File: src/rtl/ks10_bus_pkg.sv
// Shared KS10 backplane definitions: address-word flag positions, field
// ranges and the IO responder state encoding.
package ks10_bus_pkg;

    // Flag bit positions in the big-endian [0:35] address word
    localparam int FLAG_READ   = 3;
    localparam int FLAG_WRITE  = 5;
    localparam int FLAG_IO     = 10;
    localparam int FLAG_WRU    = 11;
    localparam int FLAG_VECT   = 12;
    localparam int FLAG_IOBYTE = 13;

    localparam int CTL_FIRST  = 14;
    localparam int CTL_LAST   = 17;
    localparam int ADDR_FIRST = 18;
    localparam int ADDR_LAST  = 35;

    typedef enum logic [1:0] {
        IDLE   = 2'd0,
        ACCESS = 2'd1,
        ACK    = 2'd2,
        ABORT  = 2'd3
    } resp_state_t;

endpackage

File: src/rtl/uba_bus_decode.sv
// Combinational address decode for an IO responder: checks the flag combination,
// controller number and register window, and yields the word index in the window.
module uba_bus_decode
    import ks10_bus_pkg::*;
#(
    parameter logic [3:0]  CTLNUM   = 4'd1,
    parameter logic [17:0] BASEADDR = 18'o763000,
    parameter int          NREGS    = 32
) (
    input  logic [0:35] busADDRI,
    output logic        match,
    output logic        isRead,
    output logic [7:0]  index
);

    localparam logic [18:0] BASE_EXT  = {1'b0, BASEADDR};
    localparam logic [18:0] LIMIT_EXT = BASE_EXT + 19'(NREGS);

    logic [3:0]  ctl;
    logic [17:0] addr;
    logic [17:0] offset;
    logic        rd_flag;
    logic        wr_flag;
    logic        in_window;
    logic        unused_bits;

    assign ctl     = busADDRI[CTL_FIRST:CTL_LAST];
    assign addr    = busADDRI[ADDR_FIRST:ADDR_LAST];
    assign rd_flag = busADDRI[FLAG_READ];
    assign wr_flag = busADDRI[FLAG_WRITE];

    // 19-bit compare so a window ending at the top of the space cannot wrap
    assign in_window = ({1'b0, addr} >= BASE_EXT) && ({1'b0, addr} < LIMIT_EXT);
    assign offset    = addr - BASEADDR;

    assign match  = busADDRI[FLAG_IO] && !busADDRI[FLAG_WRU] && !busADDRI[FLAG_VECT]
                    && (rd_flag ^ wr_flag) && (ctl == CTLNUM) && in_window;
    assign isRead = rd_flag;
    assign index  = offset[7:0];

    // Byte-write flag and the remaining flag bits have no effect on a word register
    assign unused_bits = ^{busADDRI[0:2], busADDRI[4], busADDRI[6:9],
                           busADDRI[FLAG_IOBYTE], offset[17:8]};

endmodule

File: src/rtl/uba_bus_responder.sv
// Target-side KS10 backplane responder: accepts IO reads/writes for its register
// window, strobes the local device and returns the ack, or flags a device timeout.
module uba_bus_responder
    import ks10_bus_pkg::*;
#(
    parameter logic [3:0]  CTLNUM   = 4'd1,
    parameter logic [17:0] BASEADDR = 18'o763000,
    parameter int          NREGS    = 32,
    parameter int          MAXWAIT  = 8
) (
    input  logic        clk,
    input  logic        rst,
    input  logic        busREQI,
    input  logic [0:35] busADDRI,
    input  logic [35:0] busDATAI,
    output logic        busACKO,
    output logic [35:0] busDATAO,
    output logic        devREAD,
    output logic        devWRITE,
    output logic [7:0]  devADDR,
    output logic [35:0] devDATAO,
    input  logic [35:0] devDATAI,
    input  logic        devACK,
    output logic        devTMO
);

    resp_state_t state_reg;
    logic [3:0]  count_reg;
    logic        is_read_reg;

    logic        dec_match;
    logic        dec_is_read;
    logic [7:0]  dec_index;

    uba_bus_decode #(
        .CTLNUM   (CTLNUM),
        .BASEADDR (BASEADDR),
        .NREGS    (NREGS)
    ) u_decode (
        .busADDRI (busADDRI),
        .match    (dec_match),
        .isRead   (dec_is_read),
        .index    (dec_index)
    );

    always_ff @(posedge clk or posedge rst) begin
        if (rst) begin
            state_reg   <= IDLE;
            count_reg   <= '0;
            is_read_reg <= 1'b0;
            busACKO     <= 1'b0;
            busDATAO    <= '0;
            devREAD     <= 1'b0;
            devWRITE    <= 1'b0;
            devADDR     <= '0;
            devDATAO    <= '0;
            devTMO      <= 1'b0;
        end else begin
            // All strobes are single-cycle; only the entering transition raises them
            busACKO  <= 1'b0;
            busDATAO <= '0;
            devREAD  <= 1'b0;
            devWRITE <= 1'b0;
            devTMO   <= 1'b0;

            case (state_reg)
                IDLE: begin
                    if (busREQI && dec_match) begin
                        devADDR     <= dec_index;
                        devDATAO    <= busDATAI;
                        is_read_reg <= dec_is_read;
                        count_reg   <= 4'(MAXWAIT);
                        devREAD     <= dec_is_read;
                        devWRITE    <= !dec_is_read;
                        state_reg   <= ACCESS;
                    end
                end
                ACCESS: begin
                    // An ack on the last allowed edge still wins over the timeout
                    if (devACK) begin
                        busACKO   <= 1'b1;
                        busDATAO  <= is_read_reg ? devDATAI : '0;
                        state_reg <= ACK;
                    end else if (count_reg == 4'd1) begin
                        devTMO    <= 1'b1;
                        state_reg <= ABORT;
                    end else begin
                        count_reg <= count_reg - 4'd1;
                    end
                end
                ACK:     state_reg <= IDLE;
                ABORT:   state_reg <= IDLE;
                default: state_reg <= IDLE;
            endcase
        end
    end

endmodule

File: config.mk
export PLATFORM = sky130hd
export DESIGN_NAME = uba_bus_responder
export DESIGN_NICKNAME = d
export VERILOG_FILES = /design/src/rtl/ks10_bus_pkg.sv /design/src/rtl/uba_bus_decode.sv /design/src/rtl/uba_bus_responder.sv
export SDC_FILE = /design/constraint.sdc
export NUM_CORES = 1
export LEC_CHECK = 0
export CORE_ASPECT_RATIO = 1.2
export CORE_UTILIZATION = 34
export CTS_CLUSTER_DIAMETER = 60
export DETAILED_ROUTE_END_ITERATION = 6
export HOLD_SLACK_MARGIN = 0.05
export PLACE_DENSITY = 0.76
export SETUP_SLACK_MARGIN = 0.1
export SLEW_MARGIN = 30
export SYNTH_ARGS = -nofsm -noshare
export SYNTH_HDL_FRONTEND = slang
export SYNTH_SLANG_ARGS = --single-unit
File: constraint.sdc
create_clock -name clk -period 3.05 [get_ports clk]
set_clock_uncertainty 0.05 [all_clocks]
set_input_delay 0.61 -clock clk [delete_from_list [all_inputs] [get_ports clk]]
set_output_delay 0.61 -clock clk [all_outputs]
set_load 0.02 [all_outputs]
* After elaboration in Yosys (flattened, before gate mapping)
Index checks and enable logic that the tools add are counted.
** Storage, ports and cells
- Register bits :: 91
- Bits of input ports :: 112
- Output and inout bits :: 84
- Logic and storage cells :: 60
** Operators by class
- Add/subtract/negate cells :: 2
- Order comparisons :: 2
- Equal/unequal tests :: 9
- Multiplexer cells :: 20
- Bitwise operators :: 1
- Reductions and logical operators :: 16
** Operators by type and width (count)
- 36-bit 2-to-1 mux :: 3
- 18-bit greater-or-equal comparator (second input constant) :: 1
- 18-bit less-than comparator (second input constant) :: 1
- 4-bit 2-to-1 mux :: 3
- 1-bit 2-to-1 mux :: 9
- 4-bit by 1-bit == test with 1-bit output (second input constant) :: 2
- 4-bit case mux with 2 select lines :: 1
- 8-bit by 1-bit subtractor with 8-bit output (second input constant) :: 1
- 1-bit logical AND :: 7
- 2-bit 2-to-1 mux :: 3
- 2-bit inequality test (second input constant) :: 3
- 2-bit case mux with 3 select lines :: 1
- 2-bit == test (second input constant) :: 2
- 2-bit AND reduction :: 2
- 4-bit AND reduction :: 1
- 4-bit by 1-bit subtractor with 4-bit output (second input constant) :: 1
- 1-bit zero test :: 3
- 3-bit inequality test (second input constant) :: 1
- 2-bit by 1-bit == test with 1-bit output (second input constant) :: 1
- 2-bit zero test :: 1
- 2-bit nonzero test :: 1
- 2-bit OR reduction :: 1
- 1-bit bitwise XOR :: 1

* Logic depth before layout (Yosys ltp)
- Depth after elaboration :: 9
- Depth in mapped cells :: 6
- Gate-level depth less buffers :: 6

* Cells and area by module
A second synthesis with hierarchy kept.
** Unflattened totals
- Cells, all modules :: 234
- Area total of the unflattened synthesis :: 3525.9 um2
** Modules (own cells, without submodules)
- uba_bus_responder :: instances 1, cells an instance 216, area an instance 3375.7 um2, seq. area each 2277.2 um2
- uba_bus_decode :: instances 1, cells an instance 18, area an instance 150.1 um2, seq. area each 0.0 um2

* Worst setup path before layout
Ideal clock, no wire load.
- Path type :: input to register
- Start :: input busADDRI[24] (netlist bit)
- End :: register devDATAO[11]
- Data arrival time :: 1.945 ns
- Required time :: 2.875 ns
- Setup slack :: 0.930 ns
- Stages on the path :: 5
- Path buffers :: 1
- Cells stage by stage :: nor4bb_1 nand4_1 nor4_4 buf_4 mux2_2
** On the way
- Longest elaborated chain between the ends :: 5
- Elaborated cells between the ends (all ways) :: 6
** Ends and longest elaborated chain
- start: declaration :: RTL line uba_bus_responder.sv:14 : input logic [0:35] busADDRI,
- 18-bit greater-or-equal comparator / 18-bit less-than comparator (equally long branches) :: RTL line uba_bus_decode.sv:33 : assign in_window = ({1'b0, addr} >= BASE_EXT) && ({1'b0, addr} < LIMIT_EXT);
- 1-bit logical AND (*) :: RTL line uba_bus_decode.sv:33
- 1-bit logical AND (*) :: RTL line uba_bus_decode.sv:37 : && (rd_flag ^ wr_flag) && (ctl == CTLNUM) && in_window;
- 1-bit logical AND (*) :: RTL line uba_bus_responder.sv:68 : if (busREQI && dec_match) begin
- 2-bit AND reduction (no line) (*)
- end signal: assignment :: RTL line uba_bus_responder.sv:70 : devDATAO <= busDATAI;
- end: declaration :: RTL line uba_bus_responder.sv:21 : output logic [35:0] devDATAO,
Mark *: on every way between the ends. The rest lies on a longest branch, timed or not.
A chain may end at the register's enable or synchronous reset.

* Worst setup path after layout
- Start :: input busADDRI[3] (netlist bit)
- End :: register devDATAO[9]
** On the way
- Longest elaborated chain between the ends :: 6
** Ends and longest elaborated chain (RTL line)
- 1-bit bitwise XOR :: uba_bus_decode.sv:37
- 1-bit logical AND (3 in a row) :: uba_bus_decode.sv:37
- 1-bit logical AND :: uba_bus_responder.sv:68
- 2-bit AND reduction (no line)
Every way passes these cells.

==> results.sh <==
export IMPL_async_reset_ff_share_pct=100
export IMPL_cts_buffers=9
export IMPL_synth_cell_types=28
export IMPL_port_buffers=186
export IMPL_whs_path_depth=1
export IMPL_synth_seq_cells=91
export IMPL_drive_gt1_share_pct=14.6
export IMPL_power_mw=2.44
export IMPL_period_share_pct=79.3
export IMPL_synth_area_mm2=0.00332
export IMPL_cts_resized=0
export IMPL_cp_max_fo=50
export IMPL_via_per_inst=4.60
export IMPL_fp_row_count=39
export IMPL_drt_iter0_markers=65
export IMPL_slowest_delay_ps=560
export IMPL_track_usage_pct=15.7
export IMPL_post_cts_buffers=0
export IMPL_antenna_found_initial=0
export IMPL_ff2ff_path_depth=5
export IMPL_clock_sinks=91
export IMPL_rsz0062_at_grt="false"
export IMPL_synth_main_ff_cell="dfrtp_1"
export IMPL_n_antenna_cell=0
export IMPL_leakagePower_nw=2.67
export IMPL_crit_slowest_cell="clkdlybuf4s50_1"
export IMPL_wl_met3_um=668
export IMPL_coreArea_mm2=0.00952
export IMPL_drt_met1_wl_um=2830
export IMPL_max_vdd_ir_drop_uv=308
export IMPL_cts_tree="done"
export IMPL_area_growth_pct=69.4
export IMPL_period_needed_ps=2420
export IMPL_clock_fmax_mhz=413
export IMPL_worstPathRequired_ps=3210
export IMPL_p_per_area_mw_per_mm2=434
export IMPL_io_pins=196
export IMPL_synth_warnings=0
export IMPL_ctsHoldBuffers=0
export IMPL_grt_pass1_wl_um=12100
export IMPL_grt_max_degree=51
export IMPL_finalHoldViolCount=0
export IMPL_yosysTopAreaCell="dfrtp_1"
export IMPL_fp_dieW_um=92.3
export IMPL_root_buffer="clkbuf_16"
export IMPL_routedWlPerCell_um=14.4
export IMPL_synth_cells=225
export IMPL_overflow=0
export IMPL_relSlewSlack_pct=40.7
export IMPL_arrival_ps=2580
export IMPL_place_hpwl_um=5740
export IMPL_end_kind="flip-flop"
export IMPL_die_y_um=110
export IMPL_synth_area_per_cell_um2=14.8
export IMPL_path_delay_family="buffers and inverters"
export IMPL_synth_edff_count=0
export IMPL_via_count=2489
export IMPL_cap_violations=0
export IMPL_initial_utilization_pct=34.9
export IMPL_ant_nets=0
export IMPL_clk_pin_slew_ps=60
export IMPL_gp_congestion=0.737
export IMPL_holdCritPathClass="reg -> reg"
export IMPL_synth_area_leaders="dfrtp_1 68%, mux2_2 13%, and3_1 6.8%"
export IMPL_htreeDepth=3
export IMPL_yosysSeqAreaShare_pct=68.5
export IMPL_yosys_area_top_type_share_pct=68.5
export IMPL_die_area_mm2=0.0102
export IMPL_drc=0
export IMPL_grt_pass1_vias=2522
export IMPL_drt_pre_antenna_iters=4
export IMPL_setup_viol=0
export IMPL_final_nets=528
export IMPL_clk_latency_ps=330
export IMPL_worst_path_buf_inv=2
export IMPL_path_depth=6
export IMPL_top_regs="busDATAO: 36 flops, devDATAO: 36 flops, devADDR: 8 flops"
export IMPL_path_cells="clkdlybuf4s50_1 -> xor2_1 -> nand4_1 -> nor4_4 -> buf_12 -> mux2_2"
export IMPL_syn_nets=339
export IMPL_outcome="complete, no violations"
export IMPL_critPathLaunchType="input pin"
export IMPL_wl_met2_um=4180
export IMPL_highest_layer="met4"
export IMPL_finalWirelength_um=7780
export IMPL_max_slew_worst_pin_slew_ps=890
export IMPL_tns_ps=0
export IMPL_worstSetupPathType="in -> reg"
export IMPL_drv_slew=0
export IMPL_clock_path_buffers=2
[per-layer routing]
metal  track usage (%)  up-vias
met1              17.3     1206
met5                 0        -
met3              6.72       13
li1                  -     1157
met4              7.59        0
met2              26.4      113
[cell usage in the layout (no fill, tap or decap), drive strengths merged, types with 3 or more instances in the layout]
master         count
and2               3
and3              36
buf                4
clkbuf             9
clkdlybuf4s50    186
clkinv             3
clkinvlp           3
dfrtp             91
mux2              42
nand2              5
nor2               3
nor2b              8
o21ai              4
[through the flow]
| step | hold slack (ps) | util, % | area, um2 | worst slack, ps | instances |
|---|---|---|---|---|---|
| 2_1_floorplan | 463 | - | 3330 | 930 | 225 |
| 3_3_place_gp | 422 | 56.1 | 5340 | 277 | 526 |
| 3_5_place_dp | 428 | 56.1 | 5340 | 260 | 526 |
| 4_1_cts | 443 | 59.2 | 5630 | 618 | 541 |
| 5_1_grt | 456 | 59.2 | 5630 | 518 | 541 |
| 6_report | 438 | 59.2 | 5630 | 631 | 541 |
[where the power goes]
group	internal, mW	switching, mW	total, mW
Clock	0.631	0.445	1.08
Sequential	1.21	0.00000735	1.21
Combinational	0.119	0.0427	0.162
[synthesized netlist by cell type, types with 2 or more instances]
master     n
and2_1     3
and3_1    36
buf_4      4
clkbuf_1   8
dfrtp_1   91
ha_1       2
inv_1      3
mux2_1     4
mux2_2    38
nand2_1    5
nand4_1    2
nor2_1     3
nor2b_1    8
o21ai_0    4
[worst reg2reg max path, stage by stage, from the launching register on]
cell	delay, ps
dfrtp_1	400
nor4b_1	290
nand2_1	160
nor4_4	280
buf_12	300
mux2_2	400
[worst paths after layout]
check / startpoint / to / slack (ps)
worst min register to register: devDATAO[35] / devDATAO[35] / 440
worst max-delay path: busADDRI[3] / devDATAO[9] / 630
max in group asynchronous: rst / devDATAO[8] / 1520
worst max register to register: state_reg[1] / devDATAO[9] / 1060
worst min-delay path: devDATAO[35] / devDATAO[35] / 440
min in group asynchronous: rst / busDATAO[9] / 720
[area by class of cell]
| cell class | instances | area [um2] |
|---|---|---|
| clock buffers | 9 | 225 |
| clock inverters | 6 | 67.6 |
| fillers | 791 | 3880 |
| inverters | 3 | 15.0 |
| multi-input cells | 119 | 976 |
| flip-flops and latches | 91 | 2280 |
| well taps | 123 | 154 |
| repair buffers | 190 | 1920 |
[kinds of logic after synthesis]
kind of cell | share of synthesized area [%]
and+or+nand+nor | 12.8
DFF | 68.5
xor gates and xnor gates | 0.264
adders and majority gates | 0.753
AOI/OAI and AO/OA | 1.28
muxes | 14.2
buffers and inverters | 2.15
No activity file was read; power rests on OpenSTA's default activity.
==> edit 1 (same settings) <==
Encoding of `resp_state_t`: now one-hot (4 bits for 4 states).
--- a/src/rtl/ks10_bus_pkg.sv
+++ b/src/rtl/ks10_bus_pkg.sv
@@ -16,9 +16,9 @@
     localparam int ADDR_LAST  = 35;
 
-    typedef enum logic [1:0] {
-        IDLE   = 2'd0,
-        ACCESS = 2'd1,
-        ACK    = 2'd2,
-        ABORT  = 2'd3
+    typedef enum logic [3:0] {
+        IDLE   = 4'b0001,
+        ACCESS = 4'b0010,
+        ACK    = 4'b0100,
+        ABORT  = 4'b1000
     } resp_state_t;
 
Check against the original RTL: no difference found for any inputs over 10 cycles, from zero or initial values and one cycle with rst high; not proved beyond that.
==> edit 1 against the original RTL <==
  * Count of clock-buffer cells in the layout up 1
  * Worst hold slack worse by 0.70 ps
  * Global-route usage decreased by 0.28 points
  * Final area up 2.0%
  * Highest routed layer unchanged
  * Total power is 1.0% lower
  * Critical path type unchanged
  * Wire length down 0.33%
  * Setup slack better by 110 ps
  * Sequential cell count up 2
  * Synthesized area grew 4.1%
==> edit 1: results (changes against the original RTL) <==
- Outcome: finished, final reports clean
- Synthesized Nets: 344 (+1.5%)
- Slowest Stage Delay on Critical Path: 460 ps (-100 ps)
- Hpwl dp: 5855 microns (+1.9%)
- Dpl ws: 408.1 ps (+147.7 ps)
- Cells after DPL: 537 (+2.1%)
- Post-DR wirelength/cell: 14.03 microns (-2.5%)
- Gpl congestion: 0.7463 (+1.3%)
- Fillcell total: 859 (+8.6%)
- Slowest CP cell: clkdlybuf4s50_1
- Final cell count without fillers: 553 (+2.2%)
- Global-route usage over all layers: 15.45% (-0.28 points)
- Root buffer selected by CTS: clkbuf_16
- First-pass GRT wire length: 12450 microns (+3.1%)
- Antenna Cells: 0 (unchanged)
- Top cells by area, synth: dfrtp_1 67%, mux2_2 13%, and2_1 7.0%
- Power per cell area: 421.1 nW/um^2 (-3.0%)
- Sequential share of the synthesized area: 67.28% (-1.2 points)
- Post-DP Area: 5466 sq um (+2.4%)
- Maximum vdd drop: 0.3014 mV (-2.2%)
- Mux share of post-synthesis cell area: 13.67% (-0.56 points)
- CP Max Fanout: 41 (-18%)
- Slew @ Worst Pin: 487.5 ps (-402.6 ps)
- Input/output buffers: 186 (unchanged)
- Reg clk slew, reported paths: 60 ps (about the same)
- # nets final: 536 (+1.5%)
- Largest net degree at the start of global routing: 54 (+5.9%)
- Post-synthesis adder-cell area fraction: 0.7231% (-0.030 points)
- Synth Area in XOR/XNOR: 0.2531% (-0.010 points)
- Top cells by count, synth: 92 x dfrtp_1, 40 x mux2_2, 39 x and2_1
- Worst Min Path Start: devDATAO[19]
- Number of global-route vias before repair: 2621 (+3.9%)
- Crit path launch: busADDRI[17]
- Number of DRC markers in iteration 0: 51 (-22%)
- Post-synth EDFFs: 0 (unchanged)
- Post-synthesis area per instance: 15.05 sq um (+1.8%)
- DR vias/cell: 4.470 (-2.8%)
- Compound-Gate Fraction of Synth Area: 1.518% (+0.24 points)
- Yosys cell types: 34 (+21%)
- Top FF cell, synth: dfrtp_1
- P_leak: 2.611 nW (-2.2%)
- Reg2reg start: state_reg[0]
- Layout cell share with drive strength beyond 1: 15.69% (+1.1 points)
- Largest family of logic cells by synthesized area: simple AND/OR/NAND/NOR gates
- Synthesis Warnings: 0 (unchanged)
- Critical Path AT: 2470 ps (-110 ps)
## edit 1: worst max-delay path, delay by kind of cell
family                 cells  cell delay, ps
and+or+nand+nor            3             770
buffers and inverters      2             700
muxes                      1             370
## edit 1: worst paths after layout
kind	depth (start not counted)	slack, ps	endpoint
min reg2reg	1	440	devDATAO[19]
min in group asynchronous	3	640	busDATAO[19]
max in group asynchronous	3	1840	state_reg[0]
max reg2reg	5	1070	devDATAO[28]
max	6	740	devDATAO[28]
min	1	440	devDATAO[19]
## edit 1: cell type report
type | instances | share of cell area [%]
Clock buffer | 10 | 4.160
Clock inverter | 6 | 0.6752
Inverter | 3 | 0.2614
Multi-Input combinational cell | 124 | 18.12
Timing Repair Buffer | 191 | 33.50
Tap cell | 126 | 2.744
Sequential cell | 93 | 40.54
## edit 1: kinds of logic (layout without fill, tap and decap cells)
| group | count (synthesis) | count (layout) |
|---|---|---|
| XOR/XNOR | 1 | 1 |
| multiplexers | 42 | 42 |
| buffers and inverters | 13 | 210 |
| AND/OR/NAND/NOR | 72 | 72 |
| adder cells (fa/ha/maj) | 2 | 2 |
| flip-flops | 93 | 93 |
| AO/OA/AOI/OAI | 7 | 7 |
## edit 1: stage by stage
step / hold WS (ps) / total power [mW]
finish: 437.8 / 2.419
global route: 458.6 / 2.516
CTS: 443.3 / 2.452
detailed placement: 428.9 / 1.422
global placement: 419.2 / 1.419
floorplan: 422.0 / 1.282
## edit 1: report_power, final
group / switching [mW] / internal, mW
sequential: 0.00000476 / 1.23
clock: 0.452 / 0.571
combinational: 0.0419 / 0.120
## edit 1: metal layers
layer | track usage, % | vias to the layer above | part of all wire (%)
met3 | 4.946 | 10 | 8.8
met2 | 27.01 | 120 | 51
met1 | 16.89 | 1179 | 39
li1 | - | 1163 | -
met4 | 6.872 | 0 | 1.8
met5 | 0 | - | 0
==> edit 2 (same flow settings) <==
Made on the original files. `NREGS` is set to 32 in 2 places; all go to 16.
--- a/src/rtl/uba_bus_decode.sv
+++ b/src/rtl/uba_bus_decode.sv
@@ -6,5 +6,5 @@
     parameter logic [3:0]  CTLNUM   = 4'd1,
     parameter logic [17:0] BASEADDR = 18'o763000,
-    parameter int          NREGS    = 32
+    parameter int          NREGS    = 16
 ) (
     input  logic [0:35] busADDRI,
--- a/src/rtl/uba_bus_responder.sv
+++ b/src/rtl/uba_bus_responder.sv
@@ -6,5 +6,5 @@
     parameter logic [3:0]  CTLNUM   = 4'd1,
     parameter logic [17:0] BASEADDR = 18'o763000,
-    parameter int          NREGS    = 32,
+    parameter int          NREGS    = 16,
     parameter int          MAXWAIT  = 8
 ) (
Formal check against the unedited RTL: not equivalent (Yosys sat finds a counterexample within 4 cycles, from zero or initial values and one cycle with rst high).
==> edit 2 against the original RTL <==
  * Synthesized area rose by 2.8%
  * Sequential cell count did not move
  * Total power rose by 1.5%
  * Core utilization barely moved
  * Wire length rose by 7.3%
  * Final area rose by 1.6%
  * Via count rose by 1.0%
  * Setup slack improved by 130 ps
  * Largest cell class unchanged
==> edit 2: results (changes against the original RTL) <==
- Min-delay worst type: reg -> reg
- Top cells by count, synth: 91 x dfrtp_1, 36 x and3_1, 28 x mux2_2
- P_leak: 2.679 nW (+0.30%)
- Maximum vdd drop: 0.2773 mV (-10%)
- First-pass GRT wire length: 13610 microns (+13%)
- Outcome: finished, final reports clean
- Number of DRC markers in iteration 0: 33 (-49%)
- CP Max Fanout: 36 (-28%)
- Yosys cell types: 34 (+21%)
- Gpl congestion: 0.7353 (-0.18%)
- Reg2reg start: state_reg[0]
- Post-DR wirelength/cell: 15.39 microns (+7.0%)
- Fillcell total: 781 (-1.3%)
- Slowest Stage Delay on Critical Path: 440 ps (-120 ps)
- Crit path launch: busADDRI[20]
- Largest net degree at the start of global routing: 42 (-18%)
- Global-route usage over all layers: 17.01% (+1.3 points)
- Hold depth: 1 (unchanged)
- Top cells by area, synth: dfrtp_1 67%, mux2_2 9.2%, and3_1 6.6%
- DR vias/cell: 4.630 (+0.63%)
- Hpwl dp: 6271 microns (+9.2%)
- Worst Min Path Start: devADDR[5]
- # nets final: 529 (+0.19%)
- Power per cell area: 433.7 nW/um^2 (about the same)
- Number of global-route vias before repair: 2802 (+11%)
- Postcts setup bufs: 0 (unchanged)
- Layout cell share with drive strength beyond 1: 16.43% (+1.8 points)
- Leading registers by flop count: busDATAO (36), devDATAO (36), devADDR (8)
- Slew @ Worst Pin: 853.9 ps (-36.25 ps)
## edit 2: final cells by class
cell class / instances / area [sq um] / share of cell area, %
clock inverters: 6 / 65.06 / 1.138
multi-input cells: 118 / 1041 / 18.20
inverters: 4 / 18.77 / 0.3282
repair buffers: 191 / 1924 / 33.65
well taps: 123 / 153.9 / 2.691
flip-flops and latches: 91 / 2277 / 39.82
clock buffers: 10 / 239.0 / 4.179
## edit 2: where the power goes
part	switching (mW)	total, mW	internal (mW)
clock	0.455	1.11	0.655
combinational	0.0427	0.163	0.120
sequential	0.00000389	1.21	1.21
total	0.498	2.48	1.98
## edit 2: worst paths after layout
kind	end	slack, ps
max	devDATAO[1]	760
min	devADDR[5]	450
max reg2reg	devDATAO[1]	1080
min reg2reg	devADDR[5]	450
max in group asynchronous	count_reg[1]	1550
min in group asynchronous	devDATAO[2]	710
## edit 2: worst reg2reg max path, stage by stage (launching register included)
cell and delay, ps:
dfrtp_1 410, nor4b_2 330, nand4_2 230, nor2_4 200, buf_12 250, mux2_2 400
## edit 2: cells by family after synthesis
kind of cell,share of synthesized area (%)
AO/OA/AOI/OAI,1.648
XOR/XNOR,0.2564
adder cells (fa/ha/maj),0.7322
buffers and inverters,2.893
flip-flops,66.64
multiplexers,14.94
AND/OR/NAND/NOR,12.89
## edit 2: per-layer routing
layer	global-route usage [%]	wire length, microns	vias up
li1	-	-	1169
met1	18.24	2985	1202
met2	29.66	4236	131
met3	6.352	977	12
met4	7.282	155	0
met5	0	0	-
## edit 2: stage by stage
stage                     std cells  hold slack [ps]  setup WS [ps]  instance area [sq um]  utilization (%)
after detailed placement        527            441.8          405.9                   5415            56.05
after global routing            543            470.8          694.7                   5719            59.19
after global placement          527            432.9          459.7                   5415            56.05
final                           543            449.3          762.1                   5719            59.19
after CTS                       543            458.6          756.4                   5719            59.19
after floorplan                 225            460.3           1026                   3421                -
